--- src/rtl/mem_port_arbiter.sv ---
// mem_port_arbiter
//   Shares one single-ported memory between the core's instruction-fetch
//   port (i_*) and its load/store port (d_*). Only one transaction is
//   outstanding at a time. The FSM records which port owns it and routes
//   the memory response back to that port. Responses may take any number
//   of cycles. A new command may issue in the same cycle that the previous
//   response returns.
//
//   Handshake: a requester raises *_req with stable command fields and
//   holds them until *_gnt is high in a cycle. *_gnt marks acceptance in
//   that cycle, and m_en/m_* carry the command in that same cycle. The
//   memory answers each command with exactly one m_rvalid cycle, which the
//   arbiter forwards as a one-cycle *_rvalid pulse to the owner.
//
//   Ports
//     clk, rst               clock, asynchronous active-high reset
//     i_req/i_addr           fetch request in
//     i_gnt                  fetch request out
//     i_rvalid/i_rdata       fetch response out
//     d_req/d_we/d_be/d_addr/d_wdata   load/store request in
//     d_gnt                  load/store request out
//     d_rvalid/d_rdata       load/store response out (d_rdata=0 for stores)
//     m_en/m_we/m_be/m_addr/m_wdata    memory command out (0 when idle)
//     m_rvalid/m_rdata       memory response in
//     err                    sticky: a response arrived with nothing outstanding
//     state_dbg              current FSM state (0 IDLE, 1 BUSY_I, 2 BUSY_D)
//
//   Build option ARB_RR_EN: when defined, ties are settled round-robin
//   against last_gnt. When undefined, the data port always wins ties.
module mem_port_arbiter #(
  parameter int ADDR_W = 32,
  parameter int DATA_W = 32
) (
  input  logic                  clk,
  input  logic                  rst,
  input  logic                  i_req,
  input  logic [ADDR_W-1:0]     i_addr,
  output logic                  i_gnt,
  output logic                  i_rvalid,
  output logic [DATA_W-1:0]     i_rdata,
  input  logic                  d_req,
  input  logic                  d_we,
  input  logic [DATA_W/8-1:0]   d_be,
  input  logic [ADDR_W-1:0]     d_addr,
  input  logic [DATA_W-1:0]     d_wdata,
  output logic                  d_gnt,
  output logic                  d_rvalid,
  output logic [DATA_W-1:0]     d_rdata,
  output logic                  m_en,
  output logic                  m_we,
  output logic [DATA_W/8-1:0]   m_be,
  output logic [ADDR_W-1:0]     m_addr,
  output logic [DATA_W-1:0]     m_wdata,
  input  logic                  m_rvalid,
  input  logic [DATA_W-1:0]     m_rdata,
  output logic                  err,
  output logic [1:0]            state_dbg
);

  typedef enum logic [1:0] {
    IDLE   = 2'd0,
    BUSY_I = 2'd1,
    BUSY_D = 2'd2
  } state_t;

  state_t state, state_nxt;
  logic   last_gnt;   // 0 = fetch, 1 = data
  logic   we_q;       // write flag of the outstanding data transaction
  logic   err_q;

  logic   can_issue;
  logic   d_wins_tie;
  logic   grant_i;
  logic   grant_d;
  logic   rsp;

  // Outputs are forced to 0 while rst is high, even though they are
  // combinational from the inputs.
  assign can_issue = ~rst & ((state == IDLE) | m_rvalid);
  assign rsp       = ~rst & m_rvalid;

`ifdef ARB_RR_EN
  assign d_wins_tie = ~last_gnt;
`else
  assign d_wins_tie = 1'b1;
`endif

  assign grant_d = can_issue & d_req & (~i_req | d_wins_tie);
  assign grant_i = can_issue & i_req & ~grant_d;

  // State register
  always_ff @(posedge clk or posedge rst) begin
    if (rst) state <= IDLE;
    else     state <= state_nxt;
  end

  // Next-state logic
  always_comb begin
    state_nxt = state;
    if (m_rvalid && state != IDLE) state_nxt = IDLE;
    if (grant_i)                   state_nxt = BUSY_I;
    else if (grant_d)              state_nxt = BUSY_D;
  end

  // Output logic
  always_comb begin
    i_gnt    = grant_i;
    d_gnt    = grant_d;
    m_en     = grant_i | grant_d;
    m_we     = 1'b0;
    m_be     = '0;
    m_addr   = '0;
    m_wdata  = '0;
    if (grant_d) begin
      m_we    = d_we;
      m_be    = d_be;
      m_addr  = d_addr;
      m_wdata = d_wdata;
    end else if (grant_i) begin
      m_be    = {(DATA_W/8){1'b1}};
      m_addr  = i_addr;
    end

    i_rvalid = rsp & (state == BUSY_I);
    d_rvalid = rsp & (state == BUSY_D);
    i_rdata  = i_rvalid ? m_rdata : '0;
    // Store completions return zero data, judged by the registered write flag.
    d_rdata  = (d_rvalid && !we_q) ? m_rdata : '0;
    err       = err_q;
    state_dbg = state;
  end

  // Bookkeeping registers
  always_ff @(posedge clk or posedge rst) begin
    if (rst) begin
      last_gnt <= 1'b1;
      we_q     <= 1'b0;
      err_q    <= 1'b0;
    end else begin
      if (grant_d) begin
        last_gnt <= 1'b1;
        we_q     <= d_we;
      end else if (grant_i) begin
        last_gnt <= 1'b0;
        we_q     <= 1'b0;
      end
      if (m_rvalid && state == IDLE) err_q <= 1'b1;
    end
  end

endmodule

--- config.mk ---
export PLATFORM = sky130hd
export DESIGN_NAME = mem_port_arbiter
export DESIGN_NICKNAME = d
export VERILOG_FILES = /design/src/rtl/mem_port_arbiter.sv
export SDC_FILE = /design/constraint.sdc
export NUM_CORES = 1
export LEC_CHECK = 0
export BUFFER_PORTS_ARGS = -buffer_cell sky130_fd_sc_hd__clkbuf_2
export CAP_MARGIN = 5
export CORE_AREA = 2 2 109 111
export DETAILED_ROUTE_END_ITERATION = 6
export DIE_AREA = 0 0 111 113
export SYNTH_ARGS = -nofsm -noshare
export SYNTH_HDL_FRONTEND = slang
export SYNTH_SLANG_ARGS = --single-unit
--- constraint.sdc ---
create_clock -name clk -period 1.7 [get_ports clk]
set_input_delay 0.17 -clock clk [delete_from_list [all_inputs] [get_ports clk]]
set_output_delay 0.17 -clock clk [all_outputs]
set_load 0.1 [all_outputs]
# Word level (Yosys, flattened, before mapping)
# Cells that the tools add are included.
# op_classes
n_eq_ne	2
n_mux	13
bitwise_logic	11
n_reduce_logical	8
# ops
op	count
32-bit two-way mux	5
4-bit two-way mux	2
1-bit AND	7
2-bit two-way mux	3
2-bit nonzero test	2
1-bit logical AND	3
1-bit two-way mux	3
3-bit nonzero test	1
2-bit by 1-bit equality test with 1-bit output (second input constant)	1
2-bit equality test (second input constant)	1
2-bit zero test	1
1-bit NOT	2
1-bit OR	2
1-bit zero test	1
# word_totals
ff_bits	4
inputBits	138
out_inout_bits	141
word_cells	37

# Depth between registers and ports, before layout
# Gate-level depths: netlist of run 1.
# depth
word_depth	8
mapped_depth	5
ltp_nobuf	3

# Least setup slack after synthesis of run 1
# OpenSTA, ideal clock, no wires.
# synth_path
path_type	reg-to-output
from	register state[1] (netlist: state_dbg[1])
to	output port d_rdata[10]
arrival_ns	3.177
slack_ns	-1.647
path_stages_with_launch	5
path_buffers	1
path_cell_list	dfrtp_1 -> and4bb_1 -> and2b_1 -> buf_4 -> and2_1
# synth_via
elab_chain_len	4
# synth_rtl
element	line	text
start: declaration	66	state_t state, state_nxt;
start signal: assignment	94	else state <= state_nxt;
2-bit equality test	125	d_rvalid = rsp & (state == BUSY_D);
1-bit AND	125	
via d_rvalid	47	output logic d_rvalid,
1-bit logical AND	128	d_rdata = (d_rvalid && !we_q) ? m_rdata : '0;
32-bit two-way mux	128	
end: declaration	48	output logic [DATA_W-1:0] d_rdata,
# The timed path passes the listed nets, and every way through them passes these cells.

# Worst setup path after layout of run 1
# layout_path
from	register state[1] (netlist: state_dbg[1])
to	output port i_rdata[2]
# layout_via
elab_chain_len	3
# layout_rtl
element	line	text
2-bit by 1-bit equality test with 1-bit output	124	i_rvalid = rsp & (state == BUSY_I);
1-bit AND	124	
32-bit two-way mux	126	i_rdata = i_rvalid ? m_rdata : '0;
end: declaration	40	output logic [DATA_W-1:0] i_rdata,
# No other way between the ends.

==> results of run 1 <==
[routing by layer]
metal / vias up / wire length, um / share of wire (%)
li1: 1314 / - / -
met4: 0 / 110 / 1.0
met1: 1223 / 3530 / 33
met5: - / 0 / 0
met3: 8 / 705 / 6.6
met2: 161 / 6270 / 59
[cell type report]
cell class,instances,area (sq um),share of cell area [%]
tap,143,179,2.86
timing repair buffer,318,4180,66.8
sequential,4,108,1.72
multi-input combinational,186,1700,27.2
clock buffer,4,78.8,1.26
inverter,3,11.3,0.180
[state kept, by name, summed over array words and instances, names as in the netlist]
| register | cells |
|---|---|
| state_dbg | 2 |
| err | 1 |
| we_q | 1 |
[worst max-delay path by stage]
stage	endpoint	cells past startpoint
after global placement	m_wdata[15]	5
after detailed placement	m_wdata[11]	5
after global routing	i_rdata[2]	6
after floorplan	d_rdata[10]	4
final	i_rdata[2]	6
after CTS	d_rdata[0]	5
[power groups by stage]
stage / clock network [uW] / logic (uW) / registers, uW
2_1_floorplan: 0 / 1310 / 151
3_3_place_gp: 0 / 2100 / 117
3_5_place_dp: 0 / 2120 / 119
4_1_cts: 387 / 2350 / 117
5_1_grt: 397 / 2410 / 120
6_report: 385 / 2330 / 119
[placed cells by master, fill, tap and decap left out, types with 2 or more instances in the layout]
| cell | n |
|---|---|
| a22oi_1 | 32 |
| and2_4 | 96 |
| clkbuf_16 | 8 |
| dfrtp_1 | 2 |
| clkbuf_2 | 140 |
| buf_4 | 8 |
| o31ai_1 | 2 |
| a21oi_1 | 4 |
| buf_12 | 148 |
| buf_8 | 2 |
| dfrtp_4 | 2 |
| buf_16 | 8 |
| nor2_4 | 38 |
| a21o_1 | 2 |
| buf_6 | 7 |
| inv_1 | 3 |
[what timing repair did]
item                                    in CTS  in global routing
pin swaps                                   13                 18
endpoints found under the hold margin        0                  0
cloned                                      10                  7
endpoints found under the setup margin     135                136
gates resized for setup                     22                  8
buffers inserted                            14                  5
[logic make-up after synthesis]
kind of cell	Yosys count	synth area share, %
and+or+nand+nor	143	59.7
buffers and inverters	25	10.1
DFF	4	7.32
AOI/OAI and AO/OA	43	22.9
[worst max-delay path: cells and delay by family (launching register included)]
family / cells / cell delay, ns
simple gates: 2 / 0.36
flops: 1 / 0.51
buf+inv: 4 / 0.65
[stage by stage]
step	hold WS [ns]	cells	total power [uW]	util [%]	instance area [sq um]
floorplan	-0.0380	215	1460	-	2000
global placement	0.288	625	2220	49.6	5590
detailed placement	0.307	625	2240	49.6	5590
CTS	0.151	652	2850	54.7	6160
global route	0.196	658	2930	55.5	6250
finish	0.160	658	2840	55.5	6250
==> run summary, run 1 <==
* **initial standard-cell utilization of the core** 12.1%
* **Power Dens Cells** 454 nW/um^2
* **Static Leak** 0.00282 uW
* **Detailed Route Iter0 Violations** 105
* **count of flip-flops with a built-in enable after synthesis** 0
* **worst r2r path cells** 6
* **critical path, cell by cell** buf_12 > nor4b_4 > buf_6 > clkbuf_16 > and2_4 > buf_12
* **die height** 113 um
* **proportion of synthesized chip area in sequential cells** 7.32%
* **total track usage** 15.1%
* **type of the worst setup path** flop to output port
* **transition time of the tightest slew-check pin** 0.572 ns
* **wire length of the first global-routing pass** 15200 um
* **Max-slew headroom** 62.0%
* **Cell Int Power** 1350 uW
* **highest fanout seen on the critical path** 8
* **CTS H-tree lvls** 1
* **Core ar.** 11300 sq um
* **row count** 39
* **commonest cells in the synthesized netlist** and2_1, nor2_1, a22oi_1
* **maximum single-stage delay on the critical path** 0.51 ns
* **mean post-synth cell area** 6.36 sq um
* **outcome** complete, but fails checks
* **max-slew violation count** 0
* **cell seen most often among critical-path stages** buf_12
* **number of antenna-violating nets in the routed design** 0
* **number of filler cells placed in the layout** 907
* **most frequently used cell type in the post-synthesis netlist** and2_1
* **average wire length per cell after detail routing** 16.1 um
* **DRC Markers** 0
* **initial antenna violation count** 0
* **portion of synthesized cell area occupied by the leading cell type** 43.9%
* **setup TNS** -24.37 ns
* **unrepaired setup endpoints after global routing** true
* **worst IR drop on VDD** 0.251 mV
* **net switching share of the total power** 52.3%
* **most heavily used metal layer in global routing** met2
* **setup slack of the critical path after layout** -0.248 ns
* **kind of end point of the critical path** output port
* **final worst path period share** 115%
* **Bufs on Longest Clock Path** 2
* **leading register cell type out of synthesis** dfrtp_1
* **share of layout cells above drive strength 1** 90.5%
* **met2 routing resource usage after global routing** 31.7%
* **CTS Root Buffer Type** clkbuf_16
* **layout-stage area growth over the synthesis result** 357%
* **antenna diode count** 0
* **switching pwr** 1480 uW
* **Yosys reg bits** 4
* **crit path DAT** 1.78 ns
* **end of the worst register-to-register path** we_q
* **worst-skew pair later-pin latency** 0.23 ns
* **violations in the final reports** negative setup slack
* **hold violation total from the final report** 0
* **global routing met1 resource utilization** 15.3%
* **total die area** 12500 sq um
* **Avg Vias per Cell** 4.11
* **number of global-route vias before repair** 2794
* **Post-Syn Instances** 215
* **highest achievable clock rate** 0.513 GHz
* **synthesized net count** 353
* **biggest area contributors in the synthesized netlist** and2_1, a22oi_1, nor2_1
* **reg-to-reg slack, setup** 0.25 ns
* **number of max-cap violations** 0
* **kind of start point of the critical path** flop
* **Synth async-reset ratio** 100%
* **class of the worst hold path** input port to async pin
* **DR pass1 iterations** 4
* **cell area after synthesis** 1370 sq um
* **Clk pwr share** 13.6%
* **total of hold buffers inserted after clock tree synthesis** 0
* **via total after detailed routing** 2706
* **post-route minimum period** 1.95 ns
* **worst path required time** 1.53 ns
* **top cell type by total area after synthesis** and2_1
* **count of distinct cell types in the synthesized netlist** 22
* **maximum number of pins on one net before global-route repair** 38
* **share of power burned in combinational logic** 82.2%
* **num ports** 279
* **Setup WS pre-CTS** -0.0112 ns
* **fraction of power consumed by sequential logic** 4.2%
* **number of nets in the layout** 654
* **overall routed net length** 10600 um
* **final count of negative-setup-slack endpoints** 136
* **Overflow after GRT** 0
* **I/O Buffers** 278
* **clock-pin slew on the worst setup and hold paths** 0.04 ns
* **TritonCTS clock tree** built
* **met3 Track Usage GR** 3.05%
* **total clock buffers created by CTS** 3
* **DIE WIDTH** 111 um
* **R2R Path Start** state_dbg[1]
* **HPWL reported at the end of detailed placement** 8020 um
* **number of sinks handled by clock tree synthesis** 4
* **Final Skew** 0.00740 ns
* **critical path's slowest cell** dfrtp_4
* **Setup crit start** state_dbg[1]
* **last weighted congestion value of the routability-driven placer** 0.839
* **number of warnings printed during yosys synthesis** 0
(Power assumes the default switching activity.)
==> run 2: changes to the inputs <==
Settings changed: SETUP_SLACK_MARGIN set to 0.2.
==> run 2 against run 1 <==
The flow still finishes with violations (negative setup slack). Utilization is 2.8 points lower. Via count is 0.85% lower. Die area stayed put. Clock-buffer cell count stayed put. Global-route usage is 0.76 points lower. Clock skew is 0.0058 ns lower. Cell count is 2.1% lower. Sequential share of layout area is 0.090 points higher. Combinational power is 7% lower. Total power is 5.7% lower. Non-clock buffer count is 14 lower. Largest cell class unchanged. Largest power group unchanged.
==> run summary, run 2 (same netlist as run 1, synthesis figures left out) <==
* **max-slew violation count** 0
* **via total after detailed routing** 2683
* **post-route minimum period** 1.91 ns
* **violations in the final reports** negative setup slack
* **last weighted congestion value of the routability-driven placer** 0.808
* **final worst path period share** 113%
* **wire length of the first global-routing pass** 14600 um
* **Power Dens Cells** 450 nW/um^2
* **row count** 39
* **TritonCTS clock tree** built
* **maximum number of pins on one net before global-route repair** 38
* **worst-skew pair later-pin latency** 0.23 ns
* **die height** 113 um
* **unrepaired setup endpoints after global routing** true
* **DIE WIDTH** 111 um
* **DRC Markers** 0
* **Max-slew headroom** 61.9%
* **worst path required time** 1.53 ns
* **final count of negative-setup-slack endpoints** 135
* **kind of start point of the critical path** flop
* **kind of end point of the critical path** output port
* **highest achievable clock rate** 0.523 GHz
* **number of filler cells placed in the layout** 953
* **commonest non-fill, non-tap cell in the layout** buf_12
* **total track usage** 14.4%
* **Setup WS pre-CTS** 0.00443 ns
* **commonest cells after routing, fill and taps aside** buf_12, clkbuf_2, and2_4
* **average wire length per cell after detail routing** 15.3 um
* **Final Skew** 0.00158 ns
* **crit path DAT** 1.74 ns
* **layout-stage area growth over the synthesis result** 334%
* **total die area** 12500 sq um
* **antenna diode count** 0
* **Core ar.** 11300 sq um
* **hold violation total from the final report** 0
* **number of antenna-violating nets in the routed design** 0
* **outcome** complete, but fails checks
* **Avg Vias per Cell** 4.17
* **Static Leak** 0.00267 uW
* **transition time of the tightest slew-check pin** 0.575 ns
* **number of global-route vias before repair** 2758
* **initial standard-cell utilization of the core** 12.1%
* **CTS Root Buffer Type** clkbuf_16
* **Bufs on Longest Clock Path** 2
* **share of layout cells above drive strength 1** 90.0%
* **number of max-cap violations** 0
* **area of the multi-input gates** 1690 sq um
* **clock-pin slew on the worst setup and hold paths** 0.03 ns
* **total clock buffers created by CTS** 3
* **area used by sequential logic in the layout** 108 sq um
* **worst IR drop on VDD** 0.299 mV
* **flip-flop count of the largest register, all copies and words added** 2
* **initial antenna violation count** 0
* **type of the worst setup path** flop to output port
* **Detailed Route Iter0 Violations** 75
* **setup slack of the critical path after layout** -0.213 ns
* **HPWL reported at the end of detailed placement** 8140 um
* **class of the worst hold path** input port to flop
* **overall routed net length** 9850 um
* **num ports** 279
* **highest fanout seen on the critical path** 8
* **CTS H-tree lvls** 1
* **number of nets in the layout** 640
* **I/O Buffers** 278
* **Overflow after GRT** 0
* **setup TNS** -18.02 ns
* **DR pass1 iterations** 4
* **number of sinks handled by clock tree synthesis** 4
## run 2: final cells by class
cell class,instances,area share [%]
well taps,143,3.01
inverters,3,0.190
repair buffers,304,65.3
clock buffers,4,1.33
multi-input cells,186,28.4
flip-flops and latches,4,1.81
## run 2: routing by layer
metal,GRT usage [%],share of wire [%],vias to the layer above
met4,2.50,0.69,0
met1,15.1,34,1249
met3,2.25,6.8,5
met2,30.1,59,153
li1,-,-,1276
met5,0,0,-
## run 2: what timing repair did
| item | 4_1_cts | 5_1_grt |
|---|---|---|
| gates resized for setup | 6 | 8 |
| cloned | 3 | 4 |
| pin swaps | 0 | 9 |
| endpoints found under the hold margin | 4 | 0 |
| buffers inserted | 5 | 1 |
| hold buffers | 1 | 0 |
| setup endpoints to repair | 137 | 137 |
## run 2: critical path: stages, from the launching register on
cell,delay (ns)
dfrtp_4,0.49
and4bb_4,0.31
and2b_4,0.22
clkbuf_16,0.17
and2_4,0.15
buf_12,0.17
## run 2: metrics by stage
| step | hold slack, ns | power [uW] | std cells | area (sq um) | utilization, % |
|---|---|---|---|---|---|
| 2_1_floorplan | -0.0343 | 1460 | 215 | 2000 | - |
| 3_3_place_gp | 0.161 | 2220 | 626 | 5600 | 49.7 |
| 3_5_place_dp | 0.187 | 2250 | 626 | 5600 | 49.7 |
| 4_1_cts | 0.283 | 2660 | 639 | 5820 | 51.6 |
| 5_1_grt | 0.316 | 2760 | 644 | 5940 | 52.7 |
| 6_report | 0.278 | 2670 | 644 | 5940 | 52.7 |
## run 2: final timing paths
| path | start | to | slack, ns | depth (start not counted) |
|---|---|---|---|---|
| worst max-delay path | state_dbg[0] | d_rdata[11] | -0.21 | 5 |
| worst min-delay path | rst | we_q | 0.28 | 3 |
| worst max register to register | state_dbg[1] | we_q | 0.36 | 5 |
| worst min register to register | err | err | 0.49 | 2 |
| max in group asynchronous | rst | state_dbg[1] | 0.93 | 3 |
| min in group asynchronous | rst | state_dbg[0] | 0.57 | 3 |
## run 2: report_power, final
| group | internal, uW | total, uW | leakage (uW) | switching, uW |
|---|---|---|---|---|
| registers | 107 | 117 | 0.0000444 | 10.4 |
| clock network | 310 | 385 | 0.0000382 | 74.1 |
| logic | 819 | 2170 | 0.00259 | 1350 |
==> run 3: changes to the inputs <==
==> constraint.sdc (replaced) <==
create_clock -name clk -period 1.7 [get_ports clk]
set_input_delay 0.085 -clock clk [delete_from_list [all_inputs] [get_ports clk]]
set_output_delay 0.085 -clock clk [all_outputs]
set_load 0.1 [all_outputs]
==> run 3 against run 2 <==
The run still ends with negative setup slack left. Flip-flop and latch count unchanged. Worst setup slack improved by 0.092 ns. Clock-buffer cell count decreased by 1. Utilization increased by 1.1 points. Clock skew decreased by 0.00056 ns. Hold slack got worse by 0.081 ns. Clock power decreased by 5%. Total power increased by 2.1%. Die area unchanged. Wire length increased by 1.3%. Maximum frequency increased by 5.0%. Cell area increased by 2.1%. Critical path type unchanged. Critical endpoint is now i_rdata[27]. Highest routed layer unchanged.
==> run summary, run 3 (same netlist as run 1, synthesis figures left out) <==
* **outcome** complete, but fails checks
* **violations in the final reports** negative setup slack
* **die height** 113 um
* **highest achievable clock rate** 0.549 GHz
* **type of the worst setup path** flop to output port
* **Core ar.** 11300 sq um
* **average wire length per cell after detail routing** 15.3 um
* **number of sinks handled by clock tree synthesis** 4
* **initial standard-cell utilization of the core** 12.1%
* **Power Dens Cells** 450 nW/um^2
* **CTS Root Buffer Type** clkbuf_16
* **unrepaired setup endpoints after global routing** true
* **DR pass1 iterations** 4
* **Post-DP Area** 5580 sq um
* **number of cells in the design after placement** 624
* **Overflow after GRT** 0
* **wire length of the first global-routing pass** 15200 um
* **DIE WIDTH** 111 um
* **number of global-route vias before repair** 2797
* **post-route core utilization** 53.8%
* **number of max-cap violations** 0
* **antenna diode count** 0
* **post-route minimum period** 1.82 ns
* **area used by sequential logic in the layout** 108 sq um
* **row count** 39
* **TritonCTS clock tree** built
* **max-slew violation count** 0
* **setup slack of the critical path after layout** -0.122 ns
* **maximum number of pins on one net before global-route repair** 38
* **class of the worst hold path** input port to flop
* **worst-skew pair later-pin latency** 0.23 ns
* **Static Leak** 0.00274 uW
* **overall routed net length** 9980 um
* **total die area** 12500 sq um
* **number of antenna-violating nets in the routed design** 0
* **layout-stage area growth over the synthesis result** 344%
* **Max-slew headroom** 62.2%
* **Setup crit start** state_dbg[1]
* **Final Cell Area** 6070 sq um
* **total track usage** 14.9%
* **filler-free cell count of the finished design** 651
* **flip-flop count of the largest register, all copies and words added** 2
* **transition time of the tightest slew-check pin** 0.570 ns
* **CTS H-tree lvls** 1
* **area of the multi-input gates** 1700 sq um
* **HPWL reported at the end of detailed placement** 8000 um
* **I/O Buffers** 278
* **Final Skew** 0.00102 ns
* **crit path DAT** 1.74 ns
* **commonest cells after routing, fill and taps aside** buf_12, clkbuf_2, and2_4
* **share of layout cells above drive strength 1** 90.4%
* **end of the worst register-to-register path** state_dbg[1]
* **worst r2r path cells** 7
* **last weighted congestion value of the routability-driven placer** 0.809
* **via total after detailed routing** 2730
* **number of nets in the layout** 648
* **Detailed Route Iter0 Violations** 78
* **number of filler cells placed in the layout** 930
* **destination of the critical timing path** i_rdata[27]
* **final count of negative-setup-slack endpoints** 135
* **Avg Vias per Cell** 4.19
* **worst IR drop on VDD** 0.239 mV
* **clock-pin slew on the worst setup and hold paths** 0.03 ns
* **initial antenna violation count** 0
* **hold violation total from the final report** 0
* **DRC Markers** 0
* **num ports** 279
* **reg-to-reg slack, setup** 0.16 ns
* **setup TNS** -13.07 ns
* **commonest non-fill, non-tap cell in the layout** buf_12
* **kind of start point of the critical path** flop
* **Bufs on Longest Clock Path** 2
* **kind of end point of the critical path** output port
* **Design Power** 2730 uW
* **highest fanout seen on the critical path** 8
* **final worst path period share** 107%
* **R2R Path Start** state_dbg[0]
* **total clock buffers created by CTS** 3
* **worst path required time** 1.62 ns
==> run 3: cell types whose count changed in the layout (fill, tap and decap cells not counted), sizes merged <==
cell    before  now
buf        160  169
clkbuf     147  145
==> run 3: metrics by stage <==
stage / setup slack, ns / hold slack (ns)
2_1_floorplan: -0.312 / -0.119
3_3_place_gp: 0.0786 / 0.0742
3_5_place_dp: 0.00998 / 0.0860
4_1_cts: -0.153 / 0.201
5_1_grt: -0.181 / 0.219
6_report: -0.122 / 0.197
==> run 3: layer usage <==
metal | part of all wire [%] | up-vias | track usage [%]
met5 | 0 | - | 0
met4 | 1.5 | 0 | 3.83
met3 | 6.5 | 11 | 2.20
met2 | 58 | 159 | 30.4
met1 | 34 | 1262 | 15.9
li1 | - | 1298 | -
==> run 3: layout make-up <==
cell class                      count  area share [%]
Timing Repair Buffer              312            65.8
Multi-Input combinational cell    186            28.0
Tap cell                          143            2.95
Sequential cell                     4            1.77
Clock buffer                        3            1.24
Inverter                            3           0.186
==> run 3: worst max-delay path, cell delays in order (launching register included) <==
cell and delay [ns]:
dfrtp_4 0.50, buf_6 0.14, nor4b_4 0.21, buf_6 0.18
clkbuf_16 0.16, and2_4 0.15, buf_12 0.16
==> run 3: worst min path at each step <==
stage	endpoint	startpoint	slack, ns	cells past startpoint
floorplan	err	rst	-0.12	1
global placement	we_q	rst	0.07	2
detailed placement	state_dbg[1]	rst	0.09	2
CTS	we_q	rst	0.20	3
global route	we_q	rst	0.22	3
finish	we_q	rst	0.20	3
==> run 3: report_power, final <==
part	switching, uW	internal, uW
registers	7.81	107
logic	1380	872
clock network	66.9	301
==> run 3: repair_timing <==
item,in CTS,in global routing
hold endpoints to repair,4,0
cloned,6,3
hold buffers,1,0
gates resized for setup,22,2
pin swaps,3,9
endpoints found under the setup margin,138,137
setup buffers,10,4
